<file path="src/rtl/tap_chain.sv">
// Programmable delay line: STAGES chained register stages with per-stage valid,
// shift enable, synchronous flush, saturating fill counter and a runtime output tap.

// One delay stage: data word plus its valid flag.
module tap_stage #(
  parameter int unsigned WIDTH = 8
) (
  input  logic             clk,
  input  logic             resetn,
  input  logic             load,
  input  logic             clear,
  input  logic [WIDTH-1:0] din,
  input  logic             din_valid,
  output logic [WIDTH-1:0] dout,
  output logic             dout_valid
);

  logic [WIDTH-1:0] data_q;
  logic             valid_q;

  // Stage register: clear drops only the valid flag, the data word is kept.
  always_ff @(posedge clk or negedge resetn) begin
    if (!resetn) begin
      data_q  <= '0;
      valid_q <= 1'b0;
    end else if (clear) begin
      valid_q <= 1'b0;
    end else if (load) begin
      data_q  <= din;
      valid_q <= din_valid;
    end
  end

  assign dout       = data_q;
  assign dout_valid = valid_q;

endmodule

module tap_chain #(
  parameter int unsigned WIDTH  = 8,
  parameter int unsigned STAGES = 4,
  parameter int unsigned SEL_W  = $clog2(STAGES + 1)
) (
  input  logic             clk,
  input  logic             resetn,
  input  logic             en,
  input  logic             flush,
  input  logic [WIDTH-1:0] d,
  input  logic             d_valid,
  input  logic [SEL_W-1:0] sel,
  output logic [WIDTH-1:0] q,
  output logic             q_valid,
  output logic [SEL_W-1:0] fill,
  output logic             full
);

  localparam logic [SEL_W-1:0] FillMax = SEL_W'(STAGES);

  // Index 0 is the chain input, index k the output of stage k.
  logic [WIDTH-1:0] tap_data  [STAGES+1];
  logic             tap_valid [STAGES+1];

  logic             load;
  logic [SEL_W-1:0] fill_q, fill_d;

  // Flush has priority over the shift enable.
  assign load = en & ~flush;

  assign tap_data[0]  = d;
  assign tap_valid[0] = d_valid;

  for (genvar k = 1; k <= STAGES; k++) begin : g_stage
    tap_stage #(
      .WIDTH (WIDTH)
    ) u_stage (
      .clk        (clk),
      .resetn     (resetn),
      .load       (load),
      .clear      (flush),
      .din        (tap_data[k-1]),
      .din_valid  (tap_valid[k-1]),
      .dout       (tap_data[k]),
      .dout_valid (tap_valid[k])
    );
  end

  // Tap mux; out-of-range selects read as zero.
  always_comb begin
    q       = '0;
    q_valid = 1'b0;
    for (int k = 0; k <= STAGES; k++) begin
      if (sel == SEL_W'(k)) begin
        q       = tap_data[k];
        q_valid = tap_valid[k];
      end
    end
  end

  // Fill counts accepted valid words, saturating at STAGES.
  always_comb begin
    fill_d = fill_q;
    if (flush) begin
      fill_d = '0;
    end else if (en && d_valid && (fill_q != FillMax)) begin
      fill_d = fill_q + SEL_W'(1);
    end
  end

  // Fill counter register.
  always_ff @(posedge clk or negedge resetn) begin
    if (!resetn) begin
      fill_q <= '0;
    end else begin
      fill_q <= fill_d;
    end
  end

  assign fill = fill_q;
  assign full = (fill_q == FillMax);

endmodule

</file>
<file path="config.mk">
export PLATFORM = sky130hd
export DESIGN_NAME = tap_chain
export DESIGN_NICKNAME = d
export VERILOG_FILES = /design/src/rtl/tap_chain.sv
export SDC_FILE = /design/constraint.sdc
export NUM_CORES = 1
export LEC_CHECK = 0
export CAP_MARGIN = 0
export CORE_MARGIN = 1.5
export CORE_UTILIZATION = 54
export DETAILED_ROUTE_END_ITERATION = 10
export PLACE_DENSITY = 0.9
export SYNTH_ARGS = -nofsm -noshare
export SYNTH_HDL_FRONTEND = slang
export SYNTH_SLANG_ARGS = --single-unit
</file>
<file path="constraint.sdc">
create_clock -name clk -period 1.3 [get_ports clk]
set_input_delay 0.195 -clock clk [delete_from_list [all_inputs] [get_ports clk]]
set_output_delay 0.195 -clock clk [all_outputs]
set_load 0.03 [all_outputs]
</file>
==> results of run 1 <==
## worst reg2reg max path: stages (launching register included)
cell and delay, ns:
dfrtp_2 0.38, buf_6 0.10, buf_4 0.10, ha_1 0.13, inv_1 0.05, or3_1 0.30
a21oi_1 0.12
## final timing paths
check,end,slack (ns),cells after the start
min in group clk,g_stage[4].u_stage.dout[7],0.53,1
hold reg to reg,g_stage[4].u_stage.dout[7],0.53,1
hold / removal,g_stage[2].u_stage.dout[6],0.36,2
max in group asynchronous,fill[1],0.46,3
setup reg to reg,fill[2],0.05,6
setup / recovery,q[0],-0.36,3
## sequential cells by signal, summed over array words and instances, names as in the netlist
| name | count |
|---|---|
| fill | 3 |
| g_stage.u_stage.dout | 32 |
| g_stage.u_stage.dout_valid | 4 |
## per-layer routing
| layer | vias up | global-route usage | share of wire |
|---|---|---|---|
| li1 | 651 | - | - |
| met1 | 730 | 0.330 | 0.44 |
| met2 | 35 | 0.418 | 0.52 |
| met3 | 8 | 0.0503 | 0.030 |
| met4 | 0 | 0.101 | 0.015 |
| met5 | - | 0 | 0 |
## power by group
group	total [mW]	switching [mW]	leakage, nW	internal (mW)
logic	1.29	0.450	0.872	0.842
registers	1.74	0.233	0.472	1.51
clock network	0.903	0.419	0.0515	0.484
## layout make-up
class / instances / area (sq um)
clock buffer: 8 / 100
fill: 210 / 870
inverter: 4 / 15.0
multi-input combinational: 95 / 1040
sequential: 39 / 978
tap: 48 / 60.1
timing repair buffer: 63 / 598
## layout by cell type, fill, tap and decap left out, drive strengths merged
cell	instances
nand2	4
a221o	8
o21ai	2
and2	1
nand3	2
nor2	12
mux2	41
o211ai	1
buf	48
clkbuf	9
ha	2
o31ai	1
nand2b	3
dlygate4sd2	3
dfrtp	39
a21oi	4
nor3b	1
or3	1
mux2i	12
dlygate4sd3	1
clkdlybuf4s50	10
inv	4
## cell families (layout without fill, tap and decap cells)
kind of cell             Yosys count  in the layout  synth area share
multiplexers                      53             53             0.335
flip-flops                        39             39             0.471
AND/OR/NAND/NOR                   24             24            0.0586
AO/OA/AOI/OAI                     16             16            0.0604
buffers and inverters             13             75            0.0622
adder cells (fa/ha/maj)            2              2            0.0121
## per-stage QoR
stage	cells	TNS (ns)	total power [mW]	hold slack [ns]
CTS	252	-2.96	3.89	0.369
global route	257	-3.38	4.14	0.395
floorplan	147	0	2.48	-0.101
global placement	234	-11.79	2.75	0.136
finish	257	-2.95	3.93	0.364
detailed placement	234	-13.42	2.83	0.149
## timing repair
| item | in CTS | in global routing |
|---|---|---|
| hold buffers | 1 | 0 |
| resized for setup | 40 | 12 |
| setup buffers | 9 | 5 |
| endpoints found under the hold margin | 16 | 0 |
| pin swaps | 9 | 7 |
| setup endpoints to repair | 13 | 15 |
==> results.py, run 1 <==
metrics = {
    "min_path": {
        "hp-class": "input pin to asynchronous set/reset pin",
    },
    "grt": {
        "grt_usage": 0.254,
        "grt-ovfl-total": 0,
        "grt_pass1_wl_mm": 7.85,
        "antenna_found_initial": 0,
        "grt_pass1_vias": 1497,
        "grt_max_degree": 24,
    },
    "final_layout": {
        "utilization": 0.762,
        "nets": 226,
        "post-route-cell-area_sq_um": 2790,
        "drive_gt1_frac": 0.560,
        "area_delta_synth_final_pct": 34.8,
        "n_antenna_cell": 0,
    },
    "die": {
        "start_util": 0.566,
        "fp.dieH_um": 64.9,
        "die_area_sq_um": 4220,
        "core_sq_um": 3660,
        "die_x_um": 64.9,
        "rows": 22,
        "io_pins": 29,
    },
    "critical_path": {
        "cp-start-kind": "flop",
        "cp_top_family": "flip-flops",
        "slowest_delay_ns": 0.40,
        "path_class": "flop to output port",
        "slowest_stage": "dfrtp_1",
        "critPathBufInv": 1,
        "arrival_ns": 1.47,
        "setup.worst_path.start": "g_stage[4].u_stage.dout[0]",
        "r2r-start": "fill[1]",
        "crit_chain": "mux2_4 -> a221o_2 -> buf_6",
        "path_max_fanout": 2,
        "cp_data_required_time_ns": 1.11,
        "end_kind": "output port",
    },
    "logic_synthesis": {
        "ys_ff_latch": 39,
        "synth_top_area_cell": "dfrtp_1",
        "yosys-top-cells-area": "dfrtp_1, mux2_4, mux2i_1, mux2_2, a221o_1",
        "yosys-top-cells-count": "dfrtp_1, mux2_4, mux2i_1, nor2_1, mux2_2",
        "synth_cell_types": 24,
        "ys_seq_area_frac": 0.471,
        "synth.most_common_cell": "dfrtp_1",
        "yosysWarnings": 0,
        "synthFlopType": "dfrtp_1",
        "synth.top_cell.area_share": 0.471,
        "synthesis.nets": 165,
        "synth_cells": 147,
        "synthesis.area_sq_um": 2070,
        "synth_edf_count": 0,
        "synth_area_per_cell_sq_um": 14.1,
        "synth-async-reset-ratio": 1.00,
    },
    "clocking": {
        "cts_max_level": 2,
        "cts_buffers": 5,
        "tritoncts": "yes",
        "cts_sinks": 39,
        "clkLatencyLatePin_ns": 0.29,
        "root_buffer": "clkbuf_8",
        "cts_buffer_depth": 2,
        "clk_pin_slew_ns": 0.08,
    },
    "drt": {
        "dr.pass1.iters": 4,
        "drt_iter0_markers": 61,
        "vias": 1424,
        "wire_per_inst_um": 18.4,
        "ant_nets": 0,
        "postRouteWirelength_mm": 4.72,
        "viasPerCell": 5.54,
        "drc": 0,
    },
    "sta": {
        "period_share": 1.28,
        "rsz0062_at_grt": "yes",
        "setup_violations": 10,
        "slew-limit-headroom": 0.718,
        "tightest_slew_ns": 0.423,
        "hold_violations": 0,
        "final.setup.worst_slack_ns": -0.363,
        "fmax_mhz": 601,
        "period_minus_slack_ns": 1.66,
        "finClkSkew_ns": 0.00541,
        "drv_slew": 0,
    },
    "status": {
        "violations": "negative setup slack",
        "status": "complete, but fails checks",
    },
    "job": {
        "max_cap_viol_count": 0,
    },
    "placement": {
        "place_ws_ns": -0.665,
        "placed_cell_area_sq_um": 2480,
        "hpwl_mm": 3.08,
        "portBuffers": 28,
        "place_congestion": 0.780,
    },
    "power": {
        "powerDensity_nw_per_um2": 1410,
        "peakVddDrop_v": 0.000900,
        "p_leak_nw": 1.40,
    },
}
Power figures use the tool's default switching activity.
==> run 2: changes to the inputs <==
CORE_UTILIZATION = 30   (was 54)
PLACE_DENSITY = 0.6   (was 0.9)
==> results.py, run 2 (same netlist as run 1, synthesis figures left out) <==
metrics = {
    "sta": {
        "period_minus_slack_ns": 1.66,
        "slew-limit-headroom": 0.761,
        "period_share": 1.27,
        "drv_slew": 0,
        "setup_violations": 10,
        "fmax_mhz": 604,
        "rsz0062_at_grt": "yes",
        "final.setup.worst_slack_ns": -0.356,
        "tightest_slew_ns": 0.359,
        "hold_violations": 0,
        "finClkSkew_ns": 0.00546,
    },
    "drt": {
        "vias": 1366,
        "viasPerCell": 4.69,
        "wire_per_inst_um": 15.0,
        "ant_nets": 0,
        "postRouteWirelength_mm": 4.37,
        "dr.pass1.iters": 4,
        "drt_iter0_markers": 39,
        "drc": 0,
    },
    "critical_path": {
        "end_kind": "output port",
        "cp-start-kind": "flop",
        "path_max_fanout": 2,
        "path_class": "flop to output port",
        "setup.worst_path.start": "g_stage[4].u_stage.dout[7]",
        "arrival_ns": 1.46,
        "rr_endpoint": "fill[0]",
        "cp_data_required_time_ns": 1.11,
        "r2r_cells": 7,
        "crit_end": "q[7]",
        "r2r_slack_ns": 0.10,
        "r2r-start": "fill[0]",
    },
    "placement": {
        "dp_cells": 274,
        "place_congestion": 0.725,
        "portBuffers": 28,
        "placed_cell_area_sq_um": 2570,
        "hpwl_mm": 3.02,
    },
    "clocking": {
        "cts_buffers": 5,
        "cts_max_level": 2,
        "cts_sinks": 39,
        "cts_buffer_depth": 2,
        "clk_pin_slew_ns": 0.08,
        "root_buffer": "clkbuf_8",
        "clkLatencyLatePin_ns": 0.29,
        "tritoncts": "yes",
    },
    "final_layout": {
        "largest_reg_flops": 32,
        "final_cell_mix": "dfrtp_1, mux2_4, buf_4",
        "drive_gt1_frac": 0.564,
        "final_cells": 291,
        "post-route-cell-area_sq_um": 2830,
        "nets": 228,
        "area_delta_synth_final_pct": 36.5,
        "final_common_cell": "dfrtp_1",
        "fillers": 629,
        "n_antenna_cell": 0,
    },
    "die": {
        "rows": 30,
        "die_x_um": 86.1,
        "die_area_sq_um": 7410,
        "core_sq_um": 6720,
        "start_util": 0.308,
        "fp.dieH_um": 86.1,
        "io_pins": 29,
    },
    "grt": {
        "grt_max_degree": 17,
        "antenna_found_initial": 0,
        "grt_usage": 0.128,
        "grt_pass1_vias": 1417,
        "grt-ovfl-total": 0,
        "grt_pass1_wl_mm": 7.22,
    },
    "power": {
        "peakVddDrop_v": 0.000445,
        "p_leak_nw": 1.39,
        "powerDensity_nw_per_um2": 1410,
    },
    "status": {
        "violations": "negative setup slack",
        "status": "complete, but fails checks",
    },
    "min_path": {
        "hp-class": "input pin to asynchronous set/reset pin",
    },
    "job": {
        "max_cap_viol_count": 0,
    },
}
## run 2: cell types whose count changed in the layout (fill, tap and decap cells not counted), sizes merged
cell           delta
clkdlybuf4s50     +1
clkdlybuf4s15     +1
dlygate4sd2       -2
clkbuf            -2
buf               +2
clkinv            +1
bufinv            +1
## run 2: timing repair
action	in CTS	in global routing
hold buffers	1	0
setup buffers	6	2
endpoints found under the setup margin	13	14
gates cloned	0	0
gates resized for setup	36	9
pin swaps	11	3
endpoints found under the hold margin	14	0
## run 2: how the worst min path moves through the flow
stage / to / depth (start not counted) / startpoint
3_3_place_gp: g_stage[1].u_stage.dout[1] / 1 / resetn
5_1_grt: g_stage[2].u_stage.dout_valid / 2 / resetn
4_1_cts: g_stage[1].u_stage.dout[3] / 2 / resetn
2_1_floorplan: fill[0] / 0 / resetn
3_5_place_dp: g_stage[1].u_stage.dout[1] / 1 / resetn
6_report: g_stage[3].u_stage.dout_valid / 2 / resetn
## run 2: report_power, final
| group | internal [mW] | leakage, nW | total, mW | switching [mW] |
|---|---|---|---|---|
| registers | 1.51 | 0.472 | 1.73 | 0.220 |
| clock network | 0.621 | 0.0612 | 1.06 | 0.438 |
| logic | 0.800 | 0.858 | 1.21 | 0.413 |
| total | 2.93 | 1.39 | 4.00 | 1.07 |
## run 2: stage by stage
stage | TNS, ns | hold slack, ns | power (mW) | setup slack [ns] | util
finish | -2.85 | 0.342 | 4.00 | -0.356 | 0.421
global route | -3.29 | 0.372 | 4.19 | -0.394 | 0.421
CTS | -2.95 | 0.349 | 3.99 | -0.352 | 0.419
detailed placement | -10.39 | 0.127 | 2.84 | -0.605 | 0.382
global placement | -10.18 | 0.124 | 2.82 | -0.614 | 0.382
floorplan | 0 | -0.101 | 2.48 | 0.00738 | -
## run 2: final cells by class
class / count / area, sq um / area share
Multi-Input combinational cell: 95 / 1020 / 0.361
Sequential cell: 39 / 978 / 0.346
Timing Repair Buffer: 65 / 596 / 0.211
Tap cell: 80 / 100 / 0.0354
Clock buffer: 6 / 82.6 / 0.0292
Clock inverter: 2 / 35.0 / 0.0124
Inverter: 4 / 15.0 / 0.00531
## run 2: critical path, stage by stage (launching register included)
cell and delay [ns]:
dfrtp_1 0.41, mux2_4 0.26, a221o_2 0.35, buf_6 0.14
## run 2: metal layers
layer / track usage / vias to the layer above / part of all wire
li1: - / 653 / -
met1: 0.181 / 683 / 0.51
met3: 0.0433 / 2 / 0.042
met2: 0.187 / 28 / 0.44
met4: 0.0352 / 0 / 0.0048
met5: 0 / - / 0
